===== config.mk =====
export PLATFORM = sky130hd
export DESIGN_NAME = register_file_sb_flat
export DESIGN_NICKNAME = d
export VERILOG_FILES = /design/src/rtl/register_file_sb_pkg.sv /design/src/rtl/register_file_sb_if.sv /design/src/rtl/register_file_sb_scoreboard.sv /design/src/rtl/register_file_sb.sv /design/src/flat_wrapper.sv
export SDC_FILE = /design/constraint.sdc
export NUM_CORES = 2
export LEC_CHECK = 0
export ABC_AREA = 1
export CORE_MARGIN = 2
export CORE_UTILIZATION = 51
export CTS_CLUSTER_SIZE = 14
export DETAILED_ROUTE_END_ITERATION = 10
export PLACE_DENSITY = 0.78
export SLEW_MARGIN = 30
export SYNTH_ARGS = -nofsm -noshare
export SYNTH_HDL_FRONTEND = slang
export SYNTH_SLANG_ARGS = --single-unit

===== constraint.sdc =====
create_clock -name clk -period 115.5 [get_ports clk]
set_clock_uncertainty 0.1 [all_clocks]
set_input_delay 28.875 -clock clk [delete_from_list [all_inputs] [get_ports clk]]
set_output_delay 28.875 -clock clk [all_outputs]
set_load 0.005 [all_outputs]

===== src/rtl/register_file_sb_pkg.sv =====
// Shared types and defaults for the scoreboarded register file.
package regfile_pkg;

    localparam int unsigned XLEN_DEF = 32;
    localparam int unsigned NREG_DEF = 32;

    typedef enum logic {
        IDLE = 1'b0,
        WAIT = 1'b1
    } state_e;

    // Register 0 is hardwired to zero and never tracked as busy.
    function automatic logic is_zero_addr(input int unsigned addr);
        return addr == 0;
    endfunction

endpackage


===== src/rtl/register_file_sb_if.sv =====
// Decode/writeback bus of the register file; the master side is decode plus ALU.
interface register_file_sb_if import regfile_pkg::*; #(
    parameter int unsigned XLEN = XLEN_DEF,
    parameter int unsigned NREG = NREG_DEF,
    parameter int unsigned AW   = $clog2(NREG)
);
    logic            read_en;
    logic [AW-1:0]   rs1;
    logic [AW-1:0]   rs2;
    logic [AW-1:0]   rd;
    logic            rd_we;
    logic [XLEN-1:0] r1;
    logic [XLEN-1:0] r2;
    logic            operand_ready;
    logic            stall;
    logic            req_drop;
    logic            wb_valid;
    logic [AW-1:0]   wb_addr;
    logic [XLEN-1:0] wb_data;
    logic [NREG-1:0] busy_vec;
    logic [XLEN-1:0] dbg_data;

    modport master (
        output read_en, rs1, rs2, rd, rd_we, wb_valid, wb_addr, wb_data,
        input  r1, r2, operand_ready, stall, req_drop, busy_vec, dbg_data
    );

    modport slave (
        input  read_en, rs1, rs2, rd, rd_we, wb_valid, wb_addr, wb_data,
        output r1, r2, operand_ready, stall, req_drop, busy_vec, dbg_data
    );
endinterface


===== src/rtl/register_file_sb_scoreboard.sv =====
// Per-register busy bits with set-wins update and a combinational hazard query.
module reg_scoreboard import regfile_pkg::*; #(
    parameter int unsigned NREG = NREG_DEF,
    parameter int unsigned AW   = $clog2(NREG)
) (
    input  logic            clk,
    input  logic            rst,
    input  logic            set_en_i,
    input  logic [AW-1:0]   set_addr_i,
    input  logic            clr_en_i,
    input  logic [AW-1:0]   clr_addr_i,
    input  logic [AW-1:0]   q_rs1_i,
    input  logic [AW-1:0]   q_rs2_i,
    input  logic [AW-1:0]   q_rd_i,
    input  logic            q_rd_en_i,
    input  logic            byp_en_i,
    input  logic [AW-1:0]   byp_addr_i,
    output logic            hazard_c_o,
    output logic [NREG-1:0] busy_o
);
    logic [NREG-1:0] busy_q;
    logic [NREG-1:0] busy_d;

    // A busy bit blocks unless it is register 0 or is being cleared by a bypassed writeback.
    function automatic logic blocked(input logic [NREG-1:0] busy, input logic [AW-1:0] a,
                                     input logic byp_en, input logic [AW-1:0] byp_addr);
        return busy[a] && !is_zero_addr(32'(a)) && !(byp_en && (a == byp_addr));
    endfunction

    // Clear first, then set, so a same-edge issue keeps the new write outstanding.
    always_comb begin
        busy_d = busy_q;
        if (clr_en_i) busy_d[clr_addr_i] = 1'b0;
        if (set_en_i) busy_d[set_addr_i] = 1'b1;
        busy_d[0] = 1'b0;
    end

    // Hazard on either source, or on the destination when it will be written.
    always_comb begin
        hazard_c_o = blocked(busy_q, q_rs1_i, byp_en_i, byp_addr_i)
                   | blocked(busy_q, q_rs2_i, byp_en_i, byp_addr_i)
                   | (q_rd_en_i & blocked(busy_q, q_rd_i, byp_en_i, byp_addr_i));
    end

    // Busy vector register.
    always_ff @(posedge clk or posedge rst) begin
        if (rst) busy_q <= '0;
        else     busy_q <= busy_d;
    end

    assign busy_o = busy_q;

endmodule


===== src/rtl/register_file_sb.sv =====
// Register file with busy scoreboard, optional writeback bypass and a debug tap.
module register_file_sb import regfile_pkg::*; #(
    parameter int unsigned XLEN    = XLEN_DEF,
    parameter int unsigned NREG    = NREG_DEF,
    parameter int unsigned AW      = $clog2(NREG),
    parameter int unsigned DBG_REG = 31,
    parameter bit          BYPASS  = 1'b1
) (
    input  logic              clk,
    input  logic              rst,
    register_file_sb_if.slave bus
);
    logic [XLEN-1:0] regs_q [NREG];
    logic [XLEN-1:0] dbg_q;

    state_e          state_q;
    logic [AW-1:0]   cap_rs1_q;
    logic [AW-1:0]   cap_rs2_q;
    logic [AW-1:0]   cap_rd_q;
    logic            cap_we_q;
    logic [XLEN-1:0] r1_q;
    logic [XLEN-1:0] r2_q;
    logic            ready_q;
    logic            stall_q;
    logic            drop_q;

    logic [AW-1:0]   sel_rs1;
    logic [AW-1:0]   sel_rs2;
    logic [AW-1:0]   sel_rd;
    logic            sel_we;
    logic            req_live;
    logic            wb_hit;
    logic            byp_en;
    logic            hazard;
    logic            issue;
    logic            set_en;
    logic [XLEN-1:0] opnd1_d;
    logic [XLEN-1:0] opnd2_d;
    logic [NREG-1:0] busy;

    // In IDLE the live request is evaluated; in WAIT the captured one.
    always_comb begin
        sel_rs1  = bus.rs1;
        sel_rs2  = bus.rs2;
        sel_rd   = bus.rd;
        sel_we   = bus.rd_we;
        req_live = bus.read_en;
        if (state_q == WAIT) begin
            sel_rs1  = cap_rs1_q;
            sel_rs2  = cap_rs2_q;
            sel_rd   = cap_rd_q;
            sel_we   = cap_we_q;
            req_live = 1'b1;
        end
    end

    assign wb_hit = bus.wb_valid && !is_zero_addr(32'(bus.wb_addr));
    assign byp_en = BYPASS && wb_hit;
    assign issue  = req_live && !hazard;
    assign set_en = issue && sel_we && !is_zero_addr(32'(sel_rd));

    // Operand read; register 0 is never written so it always reads zero.
    always_comb begin
        opnd1_d = regs_q[sel_rs1];
        opnd2_d = regs_q[sel_rs2];
        if (byp_en && (bus.wb_addr == sel_rs1)) opnd1_d = bus.wb_data;
        if (byp_en && (bus.wb_addr == sel_rs2)) opnd2_d = bus.wb_data;
    end

    reg_scoreboard #(
        .NREG (NREG),
        .AW   (AW)
    ) u_sb (
        .clk        (clk),
        .rst        (rst),
        .set_en_i   (set_en),
        .set_addr_i (sel_rd),
        .clr_en_i   (wb_hit),
        .clr_addr_i (bus.wb_addr),
        .q_rs1_i    (sel_rs1),
        .q_rs2_i    (sel_rs2),
        .q_rd_i     (sel_rd),
        .q_rd_en_i  (sel_we),
        .byp_en_i   (byp_en),
        .byp_addr_i (bus.wb_addr),
        .hazard_c_o (hazard),
        .busy_o     (busy)
    );

    // Writeback into the array and the debug tap on the same edge.
    always_ff @(posedge clk or posedge rst) begin
        if (rst) begin
            regs_q <= '{default: '0};
            dbg_q  <= '0;
        end else if (wb_hit) begin
            regs_q[bus.wb_addr] <= bus.wb_data;
            if (bus.wb_addr == AW'(DBG_REG)) dbg_q <= bus.wb_data;
        end
    end

    // Request FSM: capture, stall on hazard, deliver operands with a one-cycle pulse.
    always_ff @(posedge clk or posedge rst) begin
        if (rst) begin
            state_q   <= IDLE;
            cap_rs1_q <= '0;
            cap_rs2_q <= '0;
            cap_rd_q  <= '0;
            cap_we_q  <= 1'b0;
            r1_q      <= '0;
            r2_q      <= '0;
            ready_q   <= 1'b0;
            stall_q   <= 1'b0;
            drop_q    <= 1'b0;
        end else begin
            ready_q <= 1'b0;
            drop_q  <= (state_q == WAIT) && bus.read_en;
            if ((state_q == IDLE) && bus.read_en) begin
                cap_rs1_q <= bus.rs1;
                cap_rs2_q <= bus.rs2;
                cap_rd_q  <= bus.rd;
                cap_we_q  <= bus.rd_we;
            end
            if (issue) begin
                r1_q    <= opnd1_d;
                r2_q    <= opnd2_d;
                ready_q <= 1'b1;
                stall_q <= 1'b0;
                state_q <= IDLE;
            end else if (req_live) begin
                stall_q <= 1'b1;
                state_q <= WAIT;
            end
        end
    end

    assign bus.r1            = r1_q;
    assign bus.r2            = r2_q;
    assign bus.operand_ready = ready_q;
    assign bus.stall         = stall_q;
    assign bus.req_drop      = drop_q;
    assign bus.busy_vec      = busy;
    assign bus.dbg_data      = dbg_q;

endmodule


===== src/flat_wrapper.sv =====
// flat-port wrapper written by rule: the top's interface ports become plain ports
module register_file_sb_flat import regfile_pkg::*;
#(
    parameter int unsigned XLEN    = XLEN_DEF,
    parameter int unsigned NREG    = NREG_DEF,
    parameter int unsigned AW      = $clog2(NREG),
    parameter int unsigned DBG_REG = 31,
    parameter bit          BYPASS  = 1'b1
)
  (clk, rst, bus_read_en, bus_rs1, bus_rs2, bus_rd, bus_rd_we, bus_wb_valid, bus_wb_addr, bus_wb_data, bus_r1, bus_r2, bus_operand_ready, bus_stall, bus_req_drop, bus_busy_vec, bus_dbg_data);
  register_file_sb_if #(.XLEN(XLEN), .NREG(NREG), .AW(AW)) bus_i ();
  input  logic clk;
  input  logic rst;
  input wire logic [$bits(bus_i.read_en)-1:0] bus_read_en;
  input wire logic [$bits(bus_i.rs1)-1:0] bus_rs1;
  input wire logic [$bits(bus_i.rs2)-1:0] bus_rs2;
  input wire logic [$bits(bus_i.rd)-1:0] bus_rd;
  input wire logic [$bits(bus_i.rd_we)-1:0] bus_rd_we;
  input wire logic [$bits(bus_i.wb_valid)-1:0] bus_wb_valid;
  input wire logic [$bits(bus_i.wb_addr)-1:0] bus_wb_addr;
  input wire logic [$bits(bus_i.wb_data)-1:0] bus_wb_data;
  output wire logic [$bits(bus_i.r1)-1:0] bus_r1;
  output wire logic [$bits(bus_i.r2)-1:0] bus_r2;
  output wire logic [$bits(bus_i.operand_ready)-1:0] bus_operand_ready;
  output wire logic [$bits(bus_i.stall)-1:0] bus_stall;
  output wire logic [$bits(bus_i.req_drop)-1:0] bus_req_drop;
  output wire logic [$bits(bus_i.busy_vec)-1:0] bus_busy_vec;
  output wire logic [$bits(bus_i.dbg_data)-1:0] bus_dbg_data;
  assign bus_i.read_en = bus_read_en;
  assign bus_i.rs1 = bus_rs1;
  assign bus_i.rs2 = bus_rs2;
  assign bus_i.rd = bus_rd;
  assign bus_i.rd_we = bus_rd_we;
  assign bus_i.wb_valid = bus_wb_valid;
  assign bus_i.wb_addr = bus_wb_addr;
  assign bus_i.wb_data = bus_wb_data;
  assign bus_r1 = bus_i.r1;
  assign bus_r2 = bus_i.r2;
  assign bus_operand_ready = bus_i.operand_ready;
  assign bus_stall = bus_i.stall;
  assign bus_req_drop = bus_i.req_drop;
  assign bus_busy_vec = bus_i.busy_vec;
  assign bus_dbg_data = bus_i.dbg_data;
  register_file_sb #(.XLEN(XLEN), .NREG(NREG), .AW(AW), .DBG_REG(DBG_REG), .BYPASS(BYPASS)) u_core (.clk(clk), .rst(rst), .bus(bus_i));
endmodule

### Word-level counts from Yosys, hierarchy flattened

Cells that the tools add are included.
W data, S select, Z words.

* word-level logic and storage cells: 134
* input port bits: 57
* bits in registers: 1170
* output and inout bits: 131

* bitwise logic cells: 10
* order comparisons: 10
* muxes and demuxes: 31
* reductions and logical operators: 34
* eq/ne operators: 6

Operator list (number)
* $bwmux W1024: 1
* $bmux W32 S5: 2
* $mux W32: 9
* $demux W32 S5: 1
* $and A32 B32 Y32: 1
* $not A32 Y32: 1
* $or A32 B32 Y32: 1
* $eq A5 B5 Y1: 5
* $lt A5 B6 Y1 const B: 4
* $logic_and A1 B1 Y1: 20
* $logic_not A5 Y1: 4
* $ge A6 B6 Y1 const B: 3
* $not A5 Y6: 3
* $bmux W1 S5: 3
* $mux W5: 3
* $demux W1 S5: 2
* $ge A5 B1 Y1 const B: 2
* $mux W1: 10
* $logic_not A1 Y1: 8
* $lt A6 B1 Y1 const B: 1
* $eq A5 B5 Y1 const B: 1
* $or A1 B1 Y1: 2
* $reduce_and A2 Y1: 1
* $reduce_bool A2 Y1: 1
* 2 further kinds: 2

### Depth between registers and ports, before layout

* depth in word-level cells: 13
* mapped depth: 19

### Modules after synthesis

From an unflattened synthesis, not the netlist that was laid out.

* cells, all modules: 10018
* area, all modules: 67669.9 sq um

Modules (own cells, without submodules)
* register_file_sb: times used 1, sequential area each 28502.3 sq um, area each 65053.6 sq um, cells an instance 9596
* reg_scoreboard: times used 1, sequential area each 775.7 sq um, area each 2616.3 sq um, cells an instance 422

### Least setup slack after synthesis

OpenSTA, ideal clock, no wires.

* path kind: in2reg
* start: in bus_wb_addr[0]
* end: reg u_core.r1_q[10], in the netlist u_core.bus.r1[10]
* required time: 115.283 ns
* path slack: 84.769 ns
* buffers on the path: 3
* arrival: 30.514 ns
* stages: 13
* setup time: 0.117 ns
* path through: clkbuf_1 > nor2_1 > nand3_1 > nand2_1 > a21oi_1 > nand3_1 > inv_2 > a21oi_2 > nor2_4 > buf_4 > buf_2 > nand3_1 > nand2_1

* longest elaborated chain between the ends: 10
* elaborated cells on any way between the ends: 23

Ends and longest elaborated chain
* start: declaration: RTL line flat_wrapper.sv:20 `input wire logic [$bits(bus_i.wb_addr)-1:0] bus_wb_addr;`
* $logic_not A5 Y1: RTL line register_file_sb_pkg.sv:14 `return addr == 0;`
* $logic_not A1 Y1: RTL line register_file_sb.sv:57 `assign wb_hit = bus.wb_valid && !is_zero_addr(32'(bus.wb_addr));`
* $logic_and A1 B1 Y1: RTL line register_file_sb.sv:57
* $logic_and A1 B1 Y1 (on tied branches): RTL line register_file_sb_scoreboard.sv:27, register_file_sb.sv:66
* $logic_not A1 Y1: RTL line register_file_sb_scoreboard.sv:27 `return busy[a] && !is_zero_addr(32'(a)) && !(byp_en && (a == byp_addr));`
* $logic_and A1 B1 Y1: RTL line register_file_sb_scoreboard.sv:27
* $or A1 B1 Y1 or $and A1 B1 Y1 (tied branches): RTL line register_file_sb_scoreboard.sv:41, register_file_sb_scoreboard.sv:42
* $or A1 B1 Y1: RTL line register_file_sb_scoreboard.sv:42 `| (q_rd_en_i & blocked(busy_q, q_rd_i, byp_en_i, byp_addr_i));`
* $logic_not A1 Y1: RTL line register_file_sb.sv:59 `assign issue = req_live && !hazard;`
* $logic_and A1 B1 Y1: RTL line register_file_sb.sv:59
* end signal: assignment: RTL line register_file_sb.sv:124 `r1_q <= opnd1_d;`
* end: declaration: RTL line register_file_sb.sv:21 `logic [XLEN-1:0] r1_q;`

Parallel ways exist; a longest one is shown, timed or not.
A chain may end at the register's enable or synchronous reset.

### Worst setup path in the final report

* start: in bus_rs2[3]
* end: reg u_core.r2_q[23], in the netlist u_core.bus.r2[23]

* longest elaborated chain between the ends: 9
* elaborated cells on any way between the ends: 21

Ends and longest elaborated chain
* start: declaration: RTL line flat_wrapper.sv:16 `input wire logic [$bits(bus_i.rs2)-1:0] bus_rs2;`
* $mux W5 *: RTL line register_file_sb.sv:48 `if (state_q == WAIT) begin`
* $bmux W1 S5 (tied with other cells): RTL line register_file_sb_scoreboard.sv:27
* $mux W1 (implied by the code) (tied with other cells): RTL line register_file_sb_scoreboard.sv:27
* $logic_and A1 B1 Y1 or $logic_not A1 Y1 (tied branches): RTL line register_file_sb_scoreboard.sv:27
* $logic_and A1 B1 Y1: RTL line register_file_sb_scoreboard.sv:27
* $or A1 B1 Y1: RTL line register_file_sb_scoreboard.sv:41 `| blocked(busy_q, q_rs2_i, byp_en_i, byp_addr_i)`
* $or A1 B1 Y1: RTL line register_file_sb_scoreboard.sv:42
* $logic_not A1 Y1: RTL line register_file_sb.sv:59
* $logic_and A1 B1 Y1: RTL line register_file_sb.sv:59
* end signal: assignment: RTL line register_file_sb.sv:125 `r2_q <= opnd2_d;`
* end: declaration: RTL line register_file_sb.sv:22 `logic [XLEN-1:0] r2_q;`

Mark *: on every way between the ends. The rest lies on a longest branch, timed or not. The select of a mux whose other input is x is not followed.

==> qor.yml <==
outcome:
  status: "complete, no violations"
worst_setup_path:
  crit_fanout: 96
  criticalPathCategory: "input pin to register"
  end_kind: "register"
  cp.arrival_ps: 34040
  cp_common_cell: "buf_4"
  slowest_delay_ps: 850
  path_cells: "clkdlybuf4s50_1 -> inv_1 -> o21ai_4 -> buf_4 -> buf_4 -> nor2_4 -> buf_4 -> nand2_2 -> o21ai_1 -> a21oi_1 -> nand3_1 -> nand2_1 -> nand2_8 -> nand2_2 -> buf_4 -> nand2_1 -> nand2_1"
  crit_slowest_cell: "buf_4"
  crit_family: "buffers and inverters"
  cp.required_ps: 116130
  worst-path-buf-inv: 6
  startpoint_type: "input pin"
sta:
  slew_headroom: 0.2474
  timing.final.crit_share: 0.2893
  rsz0062_at_grt: "false"
  final.setup.tns_ps: 0
  max_freq_mhz: 29.93
  final_max_slew_viol_count: 0
  hold_violations: 0
  finalSetupViolCount: 0
  worst_pin_slew_ps: 1129
  layout_min_cycle_time_ps: 33410
  whs_ps: 275.3
synth:
  syn-cell-area_um2: 63380
  async_flop_share: 1.000
  netlist.top_cell.by_area: "dfrtp_1"
  synth_flop_cell: "dfrtp_1"
  synth_top_area_frac: 0.4619
  synth_seq_area_share: 0.4619
  synthTopCellsByArea: "dfrtp_1 (46%), o21ai_0 (14%), nand2_1 (14%)"
  yosysWarnings: 0
  syn_nets: 8759
  synth_cell_types: 31
  ys_seq_elements: 1170
  synth_edf_count: 0
  synthCells: 8702
  avgSynthCellArea_um2: 7.284
global_routing:
  grt_pass1_wl_um: 368400
  gr-usage-all-layers: 0.3786
  gr-total-overflow: 0
  grt_pass1_vias: 60260
  grt_max_degree: 250
  antenna_found_initial: 8
cells_and_area:
  drive_above_1_share: 0.04847
  nNetsFinal: 8373
  fin_util: 0.5646
  area_growth_pct: 9.981
floorplan:
  die_y_um: 356.5
  start_util: 0.5133
  die_area_um2: 127100
  fp.dieW_um: 356.5
  rows: 129
  io_pins: 188
  core_area_um2: 123500
clock_network:
  cts.clk_slew.worst_paths_ps: 60
  h-tree-depth: 3
  cts.repair.resized: 0
  cts_root_buf: "clkbuf_16"
  cts_tree: "done"
  numCtsBuffers: 119
  hold_buffers: 0
  cts.sinks: 1170
  worstSkewPairLatency_ps: 790
  max-clock-path-buffers: 3
  cts_setup_buffers: 0
pwr:
  p_leak_nw: 31.30
  ir_drop_v: 0.00004983
  power_density_nw_per_um2: 30.08
detailed_routing:
  wirelength_um: 243900
  via_per_inst: 6.393
  vias: 64300
  drc: 0
  drt_iter0_drc: 11660
  ant_nets: 0
  avgRoutedWirePerCell_um: 24.25
  drt_pass1_iterations: 11
placement:
  gp_congestion: 0.9271
  dpl.hpwl_um: 134300
  io_buffers: 186
min_path:
  hp-class: "register to register"
run:
  max_cap_viol_count: 0
worst register-to-register path, delay by kind of cell, from the launching register on:
family | cells | cell delay, ps
buf+inv | 5 | 3070
simple gates | 9 | 1840
flops | 1 | 330
compound gates | 3 | 310
sequential cells by signal, summed over array words and instances (netlist names), 5 cells and up:
register	cells
u_core.cap_rs2_q	5
u_core.cap_rs1_q	5
u_core.regs_q	1024
u_core.cap_rd_q	5
u_core.u_sb.busy_o	31
u_core.bus.r2	32
u_core.bus.r1	32
u_core.bus.dbg_data	32
cells by family (layout without fill, tap and decap cells):
kind of cell,count (synthesis),after routing,share of synthesized area
buffers and inverters,1483,1199,0.09357
flip-flops,1170,1170,0.4619
XOR/XNOR,5,5,0.0006909
other,1,4,0.00005916
multiplexers,3,3,0.0005329
AO/OA/AOI/OAI,2740,2740,0.2312
AND/OR/NAND/NOR,3300,3300,0.2120
cell usage after synthesis (3+ instances only):
master,n
buf_2,204
dfrtp_1,1170
nand4_1,60
a21oi_1,548
nor3_1,7
nor2_1,236
buf_1,53
nand2_2,7
nand3_1,669
buf_6,3
xor2_1,5
o21ai_1,6
buf_4,23
nand2_1,2312
inv_1,662
o22ai_1,9
or2_2,3
o21ai_2,6
clkinv_1,3
inv_2,7
o211ai_1,361
mux2_2,3
clkbuf_1,528
o21ai_0,1808
cell usage in the layout (no fill, tap or decap), types with 2 or more instances in the layout:
cell,n
nand2_1,2292
o21ai_0,1808
dfrtp_1,1170
nand3_1,658
inv_1,657
a21oi_1,548
o211ai_1,361
nor2_1,228
clkdlybuf4s50_1,186
clkbuf_16,121
buf_4,91
nand4_1,60
clkinv_2,32
clkbuf_8,23
bufinv_16,22
nand2_2,21
buf_6,16
clkbuf_1,13
nor2_4,11
nand3_2,10
o22ai_1,9
o21ai_4,8
clkinvlp_4,7
nor3_1,6
inv_2,6
buf_12,6
xor2_1,5
buf_16,5
o21ai_1,4
diode_2,3
or2_2,3
nand2_4,3
nand2_8,3
inv_6,3
mux2_2,3
clkinv_8,3
clkinv_4,3
clkinv_1,2
nor3_2,2
metal layers:
layer	wire, um	global-route usage
met2	100600	0.5495
met5	57	0
met3	36230	0.1029
met4	21840	0.2744
met1	85210	0.4876
stage by stage:
stage          instances  power, mW  cell area [um^2]  setup slack [ps]
4_1_cts            10050      2.038             69550             82370
2_1_floorplan       8702      1.250             63380             53570
5_1_grt            10060      2.196             69700             82180
6_report           10060      2.097             69710             82090
3_3_place_gp        9825      1.578             65080             81570
3_5_place_dp        9827      1.603             65180             81570
cell type report:
type / count / area [um^2]
well taps: 1637 / 2048
inverters: 672 / 2542
diodes: 3 / 7.507
fillers: 11080 / 53770
repair buffers: 304 / 2983
flip-flops and latches: 1170 / 29280
clock inverters: 66 / 975.9
clock buffers: 157 / 3393
multi-input cells: 6049 / 28480
where the power goes:
group          switching, mW  leakage [nW]  total [mW]  internal, mW
logic                  0.791          14.3        1.10         0.305
clock network          0.179          2.15       0.434         0.256
registers             0.0665          14.9       0.567         0.500
total                   1.04          31.3        2.10          1.06
path summary, 6_finish.rpt:
check,cells after the start,end,slack [ps],startpoint
min in group asynchronous,2,u_core.bus.dbg_data[19],28520,rst
worst max-delay path,17,u_core.bus.r2[23],82090,bus_rs2[3]
max in group asynchronous,6,u_core.bus.r2[16],83090,rst
worst min register to register,0,u_core.regs_q[1023],280,u_core.regs_q[1023]
worst max register to register,17,u_core.bus.r2[23],109820,u_core.state_q
worst min-delay path,0,u_core.regs_q[1023],280,u_core.regs_q[1023]
(Power assumes the default switching activity.)
